===== config.mk =====
export PLATFORM = sky130hd
export DESIGN_NAME = face_detect_udiv_21ns_6ns_16_seq
export DESIGN_NICKNAME = d
export VERILOG_FILES = /design/src/rtl/face_detect_div_pkg.sv /design/src/rtl/face_detect_udiv_21ns_6ns_16_seq.sv
export SDC_FILE = /design/constraint.sdc
export NUM_CORES = 1
export LEC_CHECK = 0
export ABC_AREA = 1
export BUFFER_PORTS_ARGS = -buffer_cell sky130_fd_sc_hd__buf_2
export CAP_MARGIN = 10
export CORE_MARGIN = 2
export CORE_UTILIZATION = 30
export DETAILED_ROUTE_END_ITERATION = 10
export PLACE_DENSITY = 0.49
export SYNTH_ARGS = -nofsm -noshare
export SYNTH_HDL_FRONTEND = slang
export SYNTH_SLANG_ARGS = --single-unit

===== constraint.sdc =====
create_clock -name clk -period 2.1 [get_ports clk]
set_input_delay 0.21 -clock clk [delete_from_list [all_inputs] [get_ports clk]]
set_output_delay 0.21 -clock clk [all_outputs]
set_load 0.02 [all_outputs]

===== src/rtl/face_detect_div_pkg.sv =====
// rtl/face_detect_div_pkg.sv - shared types and default widths for the face_detect sequential divider
package face_detect_div_pkg;

  localparam int DIVIDEND_W_DEF = 21;
  localparam int DIVISOR_W_DEF  = 6;
  localparam int QUOT_W_DEF     = 16;

  // Quotient reported for divide-by-zero and for results too large to represent
  localparam logic [QUOT_W_DEF-1:0] SAT_QUOT = {QUOT_W_DEF{1'b1}};

  typedef enum logic [1:0] {
    IDLE,
    CALC,
    DONE
  } state_t;

endpackage


===== src/rtl/face_detect_udiv_21ns_6ns_16_seq.sv =====
// rtl/face_detect_udiv_21ns_6ns_16_seq.sv - iterative restoring unsigned divider, one quotient bit per cycle
module face_detect_udiv_21ns_6ns_16_seq
  import face_detect_div_pkg::*;
#(
  parameter int DIVIDEND_W = DIVIDEND_W_DEF,
  parameter int DIVISOR_W  = DIVISOR_W_DEF,
  parameter int QUOT_W     = QUOT_W_DEF
) (
  input  logic                  clk,
  input  logic                  reset,
  input  logic                  ce,
  input  logic                  in_valid,
  output logic                  in_ready,
  input  logic [DIVIDEND_W-1:0] dividend,
  input  logic [DIVISOR_W-1:0]  divisor,
  output logic                  out_valid,
  input  logic                  out_ready,
  output logic [QUOT_W-1:0]     quotient,
  output logic [DIVISOR_W-1:0]  remainder,
  output logic                  div_by_zero,
  output logic                  overflow
);

  localparam int CNT_W = (QUOT_W > 1) ? $clog2(QUOT_W) : 1;
  localparam int CMP_W = QUOT_W + DIVISOR_W + 1;

  state_t               state;
  logic [CNT_W-1:0]     count;
  logic [DIVISOR_W-1:0] rem_q;
  logic [QUOT_W-1:0]    quot_q;
  logic [DIVISOR_W-1:0] divisor_q;

  logic                 in_fire;
  logic                 div_zero_in;
  logic                 ovf_in;
  logic [DIVISOR_W-1:0] rem_init;
  logic [QUOT_W-1:0]    quot_init;
  logic [DIVISOR_W:0]   trial;
  logic                 trial_ge;
  logic [DIVISOR_W-1:0] rem_next;
  logic [QUOT_W-1:0]    quot_next;

  assign in_ready  = (state == IDLE) || ((state == DONE) && out_ready);
  assign out_valid = (state == DONE);
  assign in_fire   = in_valid && in_ready && ce;

  // Upper dividend bits seed the partial remainder; they are < divisor whenever no overflow
  assign div_zero_in = (divisor == '0);
  assign ovf_in      = CMP_W'(dividend) >= {1'b0, divisor, {QUOT_W{1'b0}}};
  assign rem_init    = DIVISOR_W'(dividend >> QUOT_W);
  assign quot_init   = dividend[QUOT_W-1:0];

  assign trial     = {rem_q, quot_q[QUOT_W-1]};
  assign trial_ge  = trial >= {1'b0, divisor_q};
  assign rem_next  = trial_ge ? (trial[DIVISOR_W-1:0] - divisor_q) : trial[DIVISOR_W-1:0];
  assign quot_next = {quot_q[QUOT_W-2:0], trial_ge};

  always_ff @(posedge clk or posedge reset) begin
    if (reset) begin
      state       <= IDLE;
      count       <= '0;
      rem_q       <= '0;
      quot_q      <= '0;
      divisor_q   <= '0;
      quotient    <= '0;
      remainder   <= '0;
      div_by_zero <= 1'b0;
      overflow    <= 1'b0;
    end else if (ce) begin
      case (state)
        IDLE, DONE: begin
          if (in_fire) begin
            divisor_q <= divisor;
            count     <= CNT_W'(QUOT_W - 1);
            if (div_zero_in || ovf_in) begin
              state       <= DONE;
              quotient    <= '1;
              remainder   <= '0;
              div_by_zero <= div_zero_in;
              overflow    <= !div_zero_in;
            end else begin
              state  <= CALC;
              rem_q  <= rem_init;
              quot_q <= quot_init;
            end
          end else if ((state == DONE) && out_ready) begin
            state <= IDLE;
          end
        end
        CALC: begin
          rem_q  <= rem_next;
          quot_q <= quot_next;
          if (count == '0) begin
            state       <= DONE;
            quotient    <= quot_next;
            remainder   <= rem_next;
            div_by_zero <= 1'b0;
            overflow    <= 1'b0;
          end else begin
            count <= count - 1'b1;
          end
        end
        default: state <= IDLE;
      endcase
    end
  end

endmodule


---- After elaboration in Yosys (flattened, before gate mapping) ----
Index checks and enable logic that the tools add are counted.
storage, ports and cells
  logic and storage cells ................. 67
  output and inout port bits .............. 26
  input port bits ......................... 32
  register bits after elaboration ......... 58
operators by class
  order comparisons ....................... 2
  $add $sub $neg .......................... 2
  equal/unequal tests ..................... 8
  mux-type cells .......................... 30
  reductions and logical operators ........ 16
operators by type and width
  cell                                                 count
  two-way mux 16 bit                                   5
  case mux 16 bit (2 select lines)                     2
  two-way mux 6 bit                                    6
  case mux 6 bit (2 select lines)                      2
  >= comparator 21 x 22 -> 1 bit                       1
  != test 2 bit, second input constant                 5
  two-way mux 2 bit                                    4
  two-way mux 4 bit                                    2
  case mux 4 bit (2 select lines)                      1
  AND reduction 4 bit                                  2
  >= comparator 7 x 6 -> 1 bit                         1
  logical NOT 6 bit                                    1
  AND reduction 3 bit                                  2
  subtractor 6 bit                                     1
  two-way mux 1 bit                                    5
  AND reduction 5 bit                                  1
  logical NOT 4 bit                                    1
  case mux 1 bit (2 select lines)                      2
  case mux 2 bit (2 select lines)                      1
  subtractor 4 x 1 -> 4 bit, second input constant     1
  logical AND 1 bit                                    3
  != test 3 bit, second input constant                 1
  equality test 2 x 1 -> 1 bit, second input constant  1
  equality test 2 bit, second input constant           1
  5 further kinds                                      6

---- Longest topological paths before layout ----
Gate-level depths: netlist of the first run.
  word-level depth ........................ 7
  gate-level depth with buffers ........... 14
  mapped depth without buffers ............ 14

---- Worst setup path after synthesis of the first run ----
No wires, ideal clock.
  path kind ............................... reg-to-reg
  start point ............................. register rem_q[3]
  end point ............................... register rem_q[5]
  stages on the path, launching flop included .. 13
  required time ........................... 2.035 ns
  slack ................................... 0.383 ns
  library setup time ...................... 0.065 ns
  arrival time ............................ 1.652 ns
  period minus slack after synthesis ...... 1.717 ns
  cell sequence ........................... dfrtp_1 -> ha_1 -> nand2_1 -> nand2_1 -> nand2_1 -> nand2_1 -> nor2_2 -> nand2_2 -> nor2_1 -> nand2_1 -> nand2_1 -> nand2_1 -> nand2_1
on the way
  word-level cells in the longest chain between the ends .. 3
  elaborated cells on any way between the ends .. 4
  those cells by class .................... 1 x add/sub; 1 x order compare; 2 x mux
RTL lines
  element                                                           RTL line                                                                        source
  start: declaration                                                face_detect_udiv_21ns_6ns_16_seq.sv:29                                          logic [DIVISOR_W-1:0] rem_q;
  start signal: assignment                                          face_detect_udiv_21ns_6ns_16_seq.sv:83                                          rem_q <= rem_init;
  start signal: assignment                                          face_detect_udiv_21ns_6ns_16_seq.sv:91                                          rem_q <= rem_next;
  subtractor 6 bit or >= comparator 7 x 6 -> 1 bit (tied branches)  face_detect_udiv_21ns_6ns_16_seq.sv:55, face_detect_udiv_21ns_6ns_16_seq.sv:54
  two-way mux 6 bit *                                               face_detect_udiv_21ns_6ns_16_seq.sv:55                                          assign rem_next = trial_ge ? (trial[DIVISOR_W-1:0] - divisor_q) : trial[DIVISOR_W-1:0];
  case mux 6 bit (2 select lines) *                                 face_detect_udiv_21ns_6ns_16_seq.sv:70                                          case (state)
Every way passes the cells marked *; elsewhere a longest branch is shown, timed or not.
A chain may end at the register's enable or synchronous reset.

---- Final worst setup path of the first run ----
  start point ............................. register rem_q[1]
  end point ............................... register rem_q[5]
Same word-level chain as after synthesis.

==> impl_metrics.tcl, run 1 <==
set metrics [dict create \
    final_area_mm2 0.00402 \
    ios 58 \
    finalMaxSlewViolations 0 \
    synth-edff-count 0 \
    fin_util_pct 37.2 \
    grt_util_met2_pct 25.1 \
    ys_warn_count 0 \
    hold_class "in2reg" \
    die_w_um 109 \
    yosys-top-cells-count "161 x nand2_1, 63 x nor2_1, 58 x dfrtp_1, 35 x inv_1, 35 x nand3_1" \
    cp_common_cell "nand2_1" \
    htree_num_levels 3 \
    synth.distinct_cells 26 \
    drive_gt1_share_pct 23.8 \
    place_area_mm2 0.00378 \
    vias_per_cell 4.46 \
    synth_top_area_share_pct 43.9 \
    crit_slowest_cell "dfrtp_1" \
    drc 0 \
    path_class "reg2reg" \
    die_h_um 109 \
    dp_slack_ps 115 \
    cts_tree "yes" \
    yosys-top-cells-area "dfrtp_1 44%, nand2_1 18%, nor2_1 7.1%, nand3_1 5.3%, ha_1 4.9%" \
    crit_required_ps 2360 \
    port_buffers 57 \
    path_max_fanout 7 \
    place_congestion 0.791 \
    grt.busiest_layer "met2" \
    fin_crit_sh_pct 90.6 \
    fillCellCount 1152 \
    ys_seq_area_share_pct 43.9 \
    synth_cells 443 \
    arrival_ps 2160 \
    slowest_delay_ps 420 \
    async_flop_share_pct 100 \
    p_total_mw 6.41 \
    drtIter0Drc 170 \
    p_leak_nw 2.24 \
    cap_violations 0 \
    finalWirelength_um 8230 \
    fmax_mhz 526 \
    num_antenna_cells 0 \
    final_antenna_net_count 0 \
    cts_buffers 9 \
    grt_max_degree 59 \
    syn_nets 489 \
    post_cts_buffers 0 \
    synth_top_cell_by_area "dfrtp_1" \
    ys_ff_latch 58 \
    setup_viol 0 \
    worstPathCellList "ha_1, nand2_1, nor3_2, nor2_4, nand2_2, nand2_1, inv_1, nand2_1, nand2_1, nand2_1, nand2_1" \
    synth.cell_area_mm2 0.00331 \
    grtUsageMet3_pct 3.17 \
    hold_ws_ps 152 \
    layout_setup_ws_ps 198 \
    wire_per_inst_um 12.6 \
    rsz0062_at_grt "false" \
    core.rowCount 38 \
    area_growth_pct 21.5 \
    fin_skew_ps 9.85 \
    cts_max_path_buffers 2 \
    tightest_slew_ps 506 \
    startpoint_type "register" \
    layout.nets 554 \
    finalHoldViolCount 0 \
    dp_hpwl_um 6120 \
    yosys.cell_count.top_type "nand2_1" \
    period_minus_slack_ps 1900 \
    outcome "completed" \
    relSlewSlack_pct 66.2 \
    place_inst 636 \
    cts-root-buf "clkbuf_8" \
    dr_total_vias 2912 \
    grt_pass1_vias 2932 \
    overflow 0 \
    clk_latency_ps 330 \
    die_area_mm2 0.0119 \
    peakVddDrop_uv 465 \
    grt_pass1_wl_um 14100 \
    path_buf_inv 1 \
    p_per_area_mw_per_mm2 1600 \
    start_util_pct 30.7 \
    setup_tns_ps 0 \
    syn_avg_cell_area_um2 7.47 \
    synth_flop_cell "dfrtp_1" \
    drt_pass1_iterations 4 \
    path_clk_slew_ps 70 \
    antenna_found_initial 0 \
    cts_sinks 58 \
    grt_use_total_pct 15.1 \
    crit_family "simple AND/OR/NAND/NOR gates" \
    gr-usage-met1_pct 20.4 \
    crit_path_end_kind "register" \
    layout.cells.non_filler 653 \
    core_mm2 0.0108 \
]
placed cells by master (no fill, tap or decap):
cell type | synthesis | layout
o21ai_2 | 17 | 17
clkinv_4 | 0 | 1
clkbuf_8 | 0 | 10
clkinv_2 | 0 | 1
nand2_4 | 2 | 2
inv_2 | 6 | 7
clkinvlp_4 | 0 | 3
xnor2_1 | 1 | 1
inv_1 | 35 | 34
o211ai_1 | 1 | 1
o21ai_0 | 12 | 12
ha_1 | 13 | 12
nand3_2 | 1 | 1
nand3_1 | 35 | 35
bufinv_16 | 0 | 1
nand3b_1 | 2 | 2
dfrtp_1 | 58 | 58
nor2_1 | 63 | 62
ha_4 | 0 | 1
nand4_1 | 5 | 5
nand2_2 | 5 | 5
nor2_2 | 3 | 3
nand2_1 | 161 | 161
mux2_2 | 1 | 1
a21oi_1 | 5 | 5
nor3_2 | 0 | 1
fa_1 | 1 | 1
dlygate4sd3_1 | 0 | 1
buf_4 | 2 | 6
buf_2 | 6 | 57
nor2_4 | 1 | 2
nor3_1 | 2 | 1
buf_12 | 0 | 3
registers in the layout (all words and copies together) (netlist names):
signal and flops:
divisor_q 6, overflow 1, state 2, remainder 6, div_by_zero 1, count 4, quotient 16, quot_q 16
rem_q 6
path summary, 6_finish.rpt:
check,cells past startpoint,endpoint,slack [ps],from
max in group asynchronous,4,state[1],1350,reset
setup / recovery,11,rem_q[5],200,rem_q[1]
hold reg to reg,2,quot_q[7],480,quot_q[7]
min in group asynchronous,4,quotient[12],480,reset
setup reg to reg,11,rem_q[5],200,rem_q[1]
hold / removal,2,divisor_q[0],150,divisor[0]
kinds of logic after synthesis:
family	after synthesis	synth area share, %
mux	1	0.340
buf+inv	54	7.49
flops	58	43.9
xor+xnor	1	0.265
fa+ha+maj	14	5.52
simple gates	280	35.2
compound gates	35	7.30
report_power, final:
group | internal [mW] | switching [mW] | total [mW] | leakage (nW)
Sequential | 1.65 | 0.329 | 1.98 | 0.711
Clock | 0.580 | 0.474 | 1.05 | 0.0945
Combinational | 1.19 | 2.19 | 3.38 | 1.43
repair_timing:
item                                   CTS  global route
hold buffers                             1             0
setup endpoints to repair                0             5
endpoints found under the hold margin   58             0
resized for setup                        0             4
per-layer routing:
metal | wire length, µm | vias to the layer above
li1 | - | 1523
met1 | 4040 | 1323
met2 | 3800 | 64
met3 | 374 | 2
met4 | 19 | 0
met5 | 0 | -
final cells by class:
cell class	count	area (µm²)	share of cell area, %
clock buffers	10	138	3.42
clock inverters	6	66.3	1.65
inverters	41	154	3.83
multi-input cells	331	1640	40.7
flip-flops and latches	58	1450	36.1
well taps	140	175	4.36
repair buffers	67	400	9.96
(Power assumes the default switching activity.)
==> run 2: changes to the inputs <==
CELL_PAD_IN_SITES_DETAIL_PLACEMENT = 1   (was default)
CELL_PAD_IN_SITES_GLOBAL_PLACEMENT = 1   (was default)
PLACE_DENSITY = 0.65   (was 0.49)
clock period = 1.7 ns   (was 2.1 ns; I/O delays follow)
==> run 2 against run 1 <==
Sequential share of layout area down 3.9 points. Register-to-register slack worse by 220 ps. Cell count up 5.5%. Clock skew about the same. First-iteration DRC count down 31%. Global-route usage up 2.8 points. Core utilization up 4.5 points. The flow now finishes with violations (setup timing).
==> impl_metrics.tcl, run 2 (synthesis gave the netlist of run 1 again) <==
set metrics [dict create \
    fin_util_pct 41.8 \
    path_class "reg2reg" \
    antenna_found_initial 0 \
    cts_sinks 58 \
    drt_pass1_iterations 5 \
    drtIter0Drc 117 \
    die_w_um 109 \
    layout_setup_ws_ps -23.6 \
    reg2reg_slack_ps -20 \
    layout.nets 591 \
    arrival_ps 1950 \
    start_util_pct 30.7 \
    cts_tree "yes" \
    wire_per_inst_um 14.3 \
    grt_use_total_pct 17.9 \
    fmax_mhz 580 \
    p_per_area_mw_per_mm2 2070 \
    peakVddDrop_uv 782 \
    num_antenna_cells 0 \
    power.share.clock_pct 14.4 \
    violations "setup timing" \
    vias_per_cell 4.70 \
    path_max_fanout 5 \
    cts_buffers 9 \
    dp_slack_ps -165 \
    setup_viol 1 \
    fin_crit_sh_pct 101 \
    relSlewSlack_pct 78.7 \
    reg_top3 "quot_q: 16 flops, quotient: 16 flops" \
    p_sw_mw 4.23 \
    finalMaxSlewViolations 0 \
    clk_latency_ps 350 \
    p_seq_share_pct 26.4 \
    drc 0 \
    die_area_mm2 0.0119 \
    ios 58 \
    finalWirelength_um 9890 \
    final_area_mm2 0.00451 \
    p_int_mw 5.12 \
    crit_path_end_kind "register" \
    cap_violations 0 \
    dr_total_vias 3241 \
    cts_max_path_buffers 2 \
    hold_ws_ps 103 \
    tightest_slew_ps 319 \
    place_congestion 0.786 \
    die_h_um 109 \
    crit_required_ps 1930 \
    rsz0062_at_grt "true" \
    final_antenna_net_count 0 \
    core.rowCount 38 \
    p_leak_nw 2.46 \
    hold_class "in2reg" \
    path_clk_slew_ps 60 \
    p_total_mw 9.35 \
    startpoint_type "register" \
    final_common_cell "nand2_1" \
    grt_pass1_wl_um 16300 \
    overflow 0 \
    port_buffers 57 \
    grt_pass1_vias 3444 \
    swShare_pct 45.3 \
    dp_hpwl_um 7410 \
    fin_skew_ps 9.84 \
    place_area_mm2 0.00405 \
    outcome "finished, violations left" \
    area_growth_pct 36.2 \
    mostFrequentLayoutCells "151 x nand2_1, 63 x nor2_1, 58 x dfrtp_1, 57 x buf_2, 37 x buf_4" \
    grt_max_degree 59 \
    finalHoldViolCount 0 \
    period_minus_slack_ps 1720 \
    core_mm2 0.0108 \
    htree_num_levels 3 \
    drive_gt1_share_pct 33.3 \
    pwr-share-comb_pct 59.2 \
    cts-root-buf "clkbuf_8" \
]
run 2: worst max-delay path, cell delays in order, from the launching register on:
cell     delay, ps
dfrtp_1        410
ha_4           330
nand2_4         60
nor3_2         160
buf_4          130
nor2_4          40
buf_6          120
nand4_1        110
nand3_1        100
nand2_1         80
nand2_1         70
run 2: through the flow:
stage               std cells  TNS [ps]
floorplan                 443         0
global placement          666     -1760
detailed placement        666     -5600
CTS                       683     -6.31
global route              689      -885
finish                    689     -23.6
run 2: worst paths after layout:
kind                            startpoint           end  cells after the start
min in group asynchronous            reset      count[3]                      4
max in group asynchronous            reset  remainder[5]                      4
worst min-delay path            divisor[0]  divisor_q[0]                      2
worst min register to register   quot_q[9]     quot_q[9]                      2
worst max register to register    rem_q[1]      rem_q[2]                     10
worst max-delay path              rem_q[1]      rem_q[2]                     10
run 2: layout make-up:
type                    count  area [µm²]
clock inverters             2        35.0
well taps                 140         175
flip-flops and latches     58        1450
repair buffers            104         741
clock buffers              13         169
inverters                  41         156
fillers                  1338        6280
multi-input cells         331        1780
run 2: power by group through the flow:
stage	sequential [mW]	combinational, mW	clock [mW]
floorplan	2.72	2.79	0
global placement	2.42	4.68	0
detailed placement	2.45	4.85	0
CTS	2.47	5.23	1.39
global route	2.56	6.17	1.44
finish	2.47	5.53	1.35
run 2: repair_timing:
action,4_1_cts,5_1_grt
hold buffers,1,0
hold endpoints to repair,58,0
resized for setup,21,20
pin swaps,11,31
setup buffers,1,5
endpoints found under the setup margin,29,46
gates cloned,0,1
run 2: per-layer routing:
layer | up-vias | wire length [µm] | track usage [%]
met1 | 1586 | 4500 | 21.6
met3 | 12 | 320 | 3.11
met2 | 50 | 4940 | 32.3
met5 | - | 0 | 0
met4 | 0 | 121 | 5.49
li1 | 1593 | - | -
==> run 3: changes to the inputs <==
ABC_AREA = 0   (was 1)
CORE_MARGIN = 1   (was 2)
PLACE_DENSITY = 0.62   (was 0.65)
==> run 3 against run 2 <==
Non-clock buffer count increased by 42. Critical path depth decreased by 2. Critical endpoint is now quot_q[0]. Area after synthesis decreased by 0.38%. Global-route usage increased by 1.1 points. Total power increased by 12%. Clock skew increased by 3.4 ps. The run still ends with setup timing left.
==> impl_metrics.tcl, run 3 <==
set metrics [dict create \
    holdPathEnd "divisor_q[0]" \
    finalWirelength_um 10400 \
    cts_max_path_buffers 2 \
    crit_path_end_kind "register" \
    syn_nets 380 \
    die_area_mm2 0.0114 \
    rsz0062_at_grt "true" \
    synth_top_area_share_pct 44.0 \
    layout_setup_ws_ps -486 \
    fin_crit_sh_pct 129 \
    layout.nets 525 \
    grt_pass1_vias 3066 \
    fmax_mhz 457 \
    outcome "finished, violations left" \
    start_util_pct 31.4 \
    synth.cell_area_mm2 0.00330 \
    cts_sinks 58 \
    path_buf_inv 1 \
    htree_num_levels 3 \
    finalMaxSlewViolations 0 \
    synth_flop_cell "dfrtp_1" \
    worstHoldPathCells 4 \
    grt.busiest_layer "met2" \
    setup_viol 45 \
    yosys.cell_count.top_type "nand2_1" \
    syn_avg_cell_area_um2 9.87 \
    grt_pass1_wl_um 16400 \
    final_area_mm2 0.00516 \
    drive_gt1_share_pct 52.2 \
    core_mm2 0.0105 \
    core.rowCount 37 \
    period_minus_slack_ps 2190 \
    synth.distinct_cells 52 \
    place_congestion 0.772 \
    dp_hpwl_um 7260 \
    tightest_slew_ps 461 \
    p_leak_nw 2.53 \
    startpoint_type "register" \
    finalHoldViolCount 0 \
    reg_top3 "quot_q: 16 flops, quotient: 16 flops" \
    worstHoldStart "divisor[0]" \
    crit_required_ps 1920 \
    clk_latency_ps 340 \
    peakVddDrop_uv 771 \
    crit_slowest_cell "dfrtp_1" \
    async_flop_share_pct 100 \
    grt_use_total_pct 19.0 \
    synth_cells 334 \
    hold_class "in2reg" \
    slowest_delay_ps 380 \
    crit_family "compound AO/OA/AOI/OAI gates" \
    drt_pass1_iterations 4 \
    die_w_um 107 \
    grt_util_met2_pct 32.2 \
    die_h_um 107 \
    cts_tree "yes" \
    gr-usage-met1_pct 23.9 \
    dr_total_vias 2911 \
    ys_ff_latch 58 \
    path_clk_slew_ps 80 \
    num_antenna_cells 0 \
    place_area_mm2 0.00445 \
    fin_skew_ps 13.2 \
    synth_top_cell_by_area "dfrtp_1" \
    path_class "reg2reg" \
    fillCellCount 1147 \
    ys_seq_area_share_pct 44.0 \
    final_common_cell "buf_4" \
    p_per_area_mw_per_mm2 2030 \
    cap_violations 0 \
    antenna_found_initial 0 \
    drc 0 \
    reg2reg_from "divisor_q[4]" \
    drtIter0Drc 128 \
    arrival_ps 2400 \
    area_growth_pct 56.4 \
    grtUsageMet3_pct 4.32 \
    setup_tns_ps -12070 \
    grt_max_degree 31 \
    yosys-top-cells-count "64 x nand2_1, 58 x dfrtp_1, 33 x nor2_1, 32 x inv_1, 20 x mux2i_1" \
    ys_warn_count 0 \
    reg2reg_slack_ps -490 \
    relSlewSlack_pct 69.0 \
    vias_per_cell 4.70 \
    path_max_fanout 7 \
    yosys-top-cells-area "dfrtp_1 44%, mux2_4 7.3%, nand2_1 7.3%, mux2i_1 6.1%, ha_1 4.9%" \
    overflow 0 \
    mostFrequentLayoutCells "73 x buf_4, 63 x nand2_1, 57 x dfrtp_1, 53 x buf_2, 29 x nor2_1" \
    cts-root-buf "clkbuf_8" \
    port_buffers 57 \
    fin_util_pct 49.1 \
    final_antenna_net_count 0 \
    synth-edff-count 0 \
    cts_buffers 9 \
    r2r_cells 8 \
    violations "setup timing" \
    ios 58 \
    worstPathCellList "inv_2, ha_4, a21o_1, a211o_1, a41o_4, or2_4, o21a_1, mux2_4" \
    reg2reg_to "quot_q[0]" \
    p_total_mw 10.5 \
    wire_per_inst_um 16.8 \
    dp_slack_ps -689 \
]
run 3: cell count changes in the layout (fill, tap and decap cells not counted), sizes merged, moves of 20 or more:
cell | before | now
mux2i | 0 | 20
mux2 | 1 | 26
nor2 | 67 | 34
buf | 102 | 145
nand2 | 168 | 64
nand3 | 36 | 5
run 3: cell families (layout without fill, tap and decap cells):
family,count (synthesis),in the layout,synth area share [%]
XOR/XNOR,5,5,1.33
multiplexers,46,46,16.8
AO/OA/AOI/OAI,35,37,7.51
adder cells (fa/ha/maj),14,14,5.54
flip-flops,58,58,44.0
AND/OR/NAND/NOR,130,130,18.9
buffers and inverters,46,193,5.96
run 3: layout make-up:
| type | count | area (µm²) | share of cell area, % |
|---|---|---|---|
| Clock buffer | 11 | 151 | 2.94 |
| Inverter | 32 | 135 | 2.62 |
| Tap cell | 136 | 170 | 3.30 |
| Timing Repair Buffer | 146 | 1070 | 20.8 |
| Multi-Input combinational cell | 232 | 2070 | 40.2 |
| Clock inverter | 4 | 98.8 | 1.92 |
| Sequential cell | 58 | 1450 | 28.2 |
run 3: worst register-to-register path: stages (launching register included):
cell and delay [ps]:
dfrtp_1 380, inv_2 90, ha_4 210, a21o_1 170
a211o_1 270, a41o_4 310, or2_4 270, o21a_1 100
mux2_4 260
run 3: report_power, final:
group          switching (mW)  internal [mW]  total, mW  leakage (nW)
Clock                   0.587           1.05       1.64         0.126
Sequential              0.433           1.97       2.40         0.664
Combinational            3.12           3.31       6.42          1.74
run 3: layer usage:
layer / part of all wire [%] / vias to the layer above
met1: 45 / 1442
met5: 0 / -
li1: - / 1402
met3: 2.7 / 12
met2: 51 / 55
met4: 1.4 / 0
run 3: what timing repair did:
| item | CTS | global route |
|---|---|---|
| gates cloned | 3 | 0 |
| hold buffers | 1 | 0 |
| setup buffers | 5 | 10 |
| resized for setup | 46 | 35 |
| setup endpoints to repair | 49 | 52 |
| hold endpoints to repair | 11 | 0 |
| pin swaps | 12 | 12 |
run 3: how the worst max path moves through the flow:
stage / from / to / slack, ps / depth (start not counted)
after floorplan: divisor[4] / quot_q[0] / -400 / 9
after global placement: divisor[4] / quot_q[4] / -630 / 9
after detailed placement: dividend[16] / quot_q[5] / -690 / 9
after CTS: divisor_q[4] / quot_q[0] / -470 / 8
after global routing: divisor_q[4] / quot_q[0] / -560 / 8
final: divisor_q[4] / quot_q[0] / -490 / 8
run 3: stage by stage:
| stage | hold WS (ps) | instances |
|---|---|---|
| 6_report | 135 | 619 |
| 5_1_grt | 128 | 619 |
| 4_1_cts | 126 | 613 |
| 3_5_place_dp | 132 | 589 |
| 3_3_place_gp | 132 | 589 |
| 2_1_floorplan | 275 | 334 |
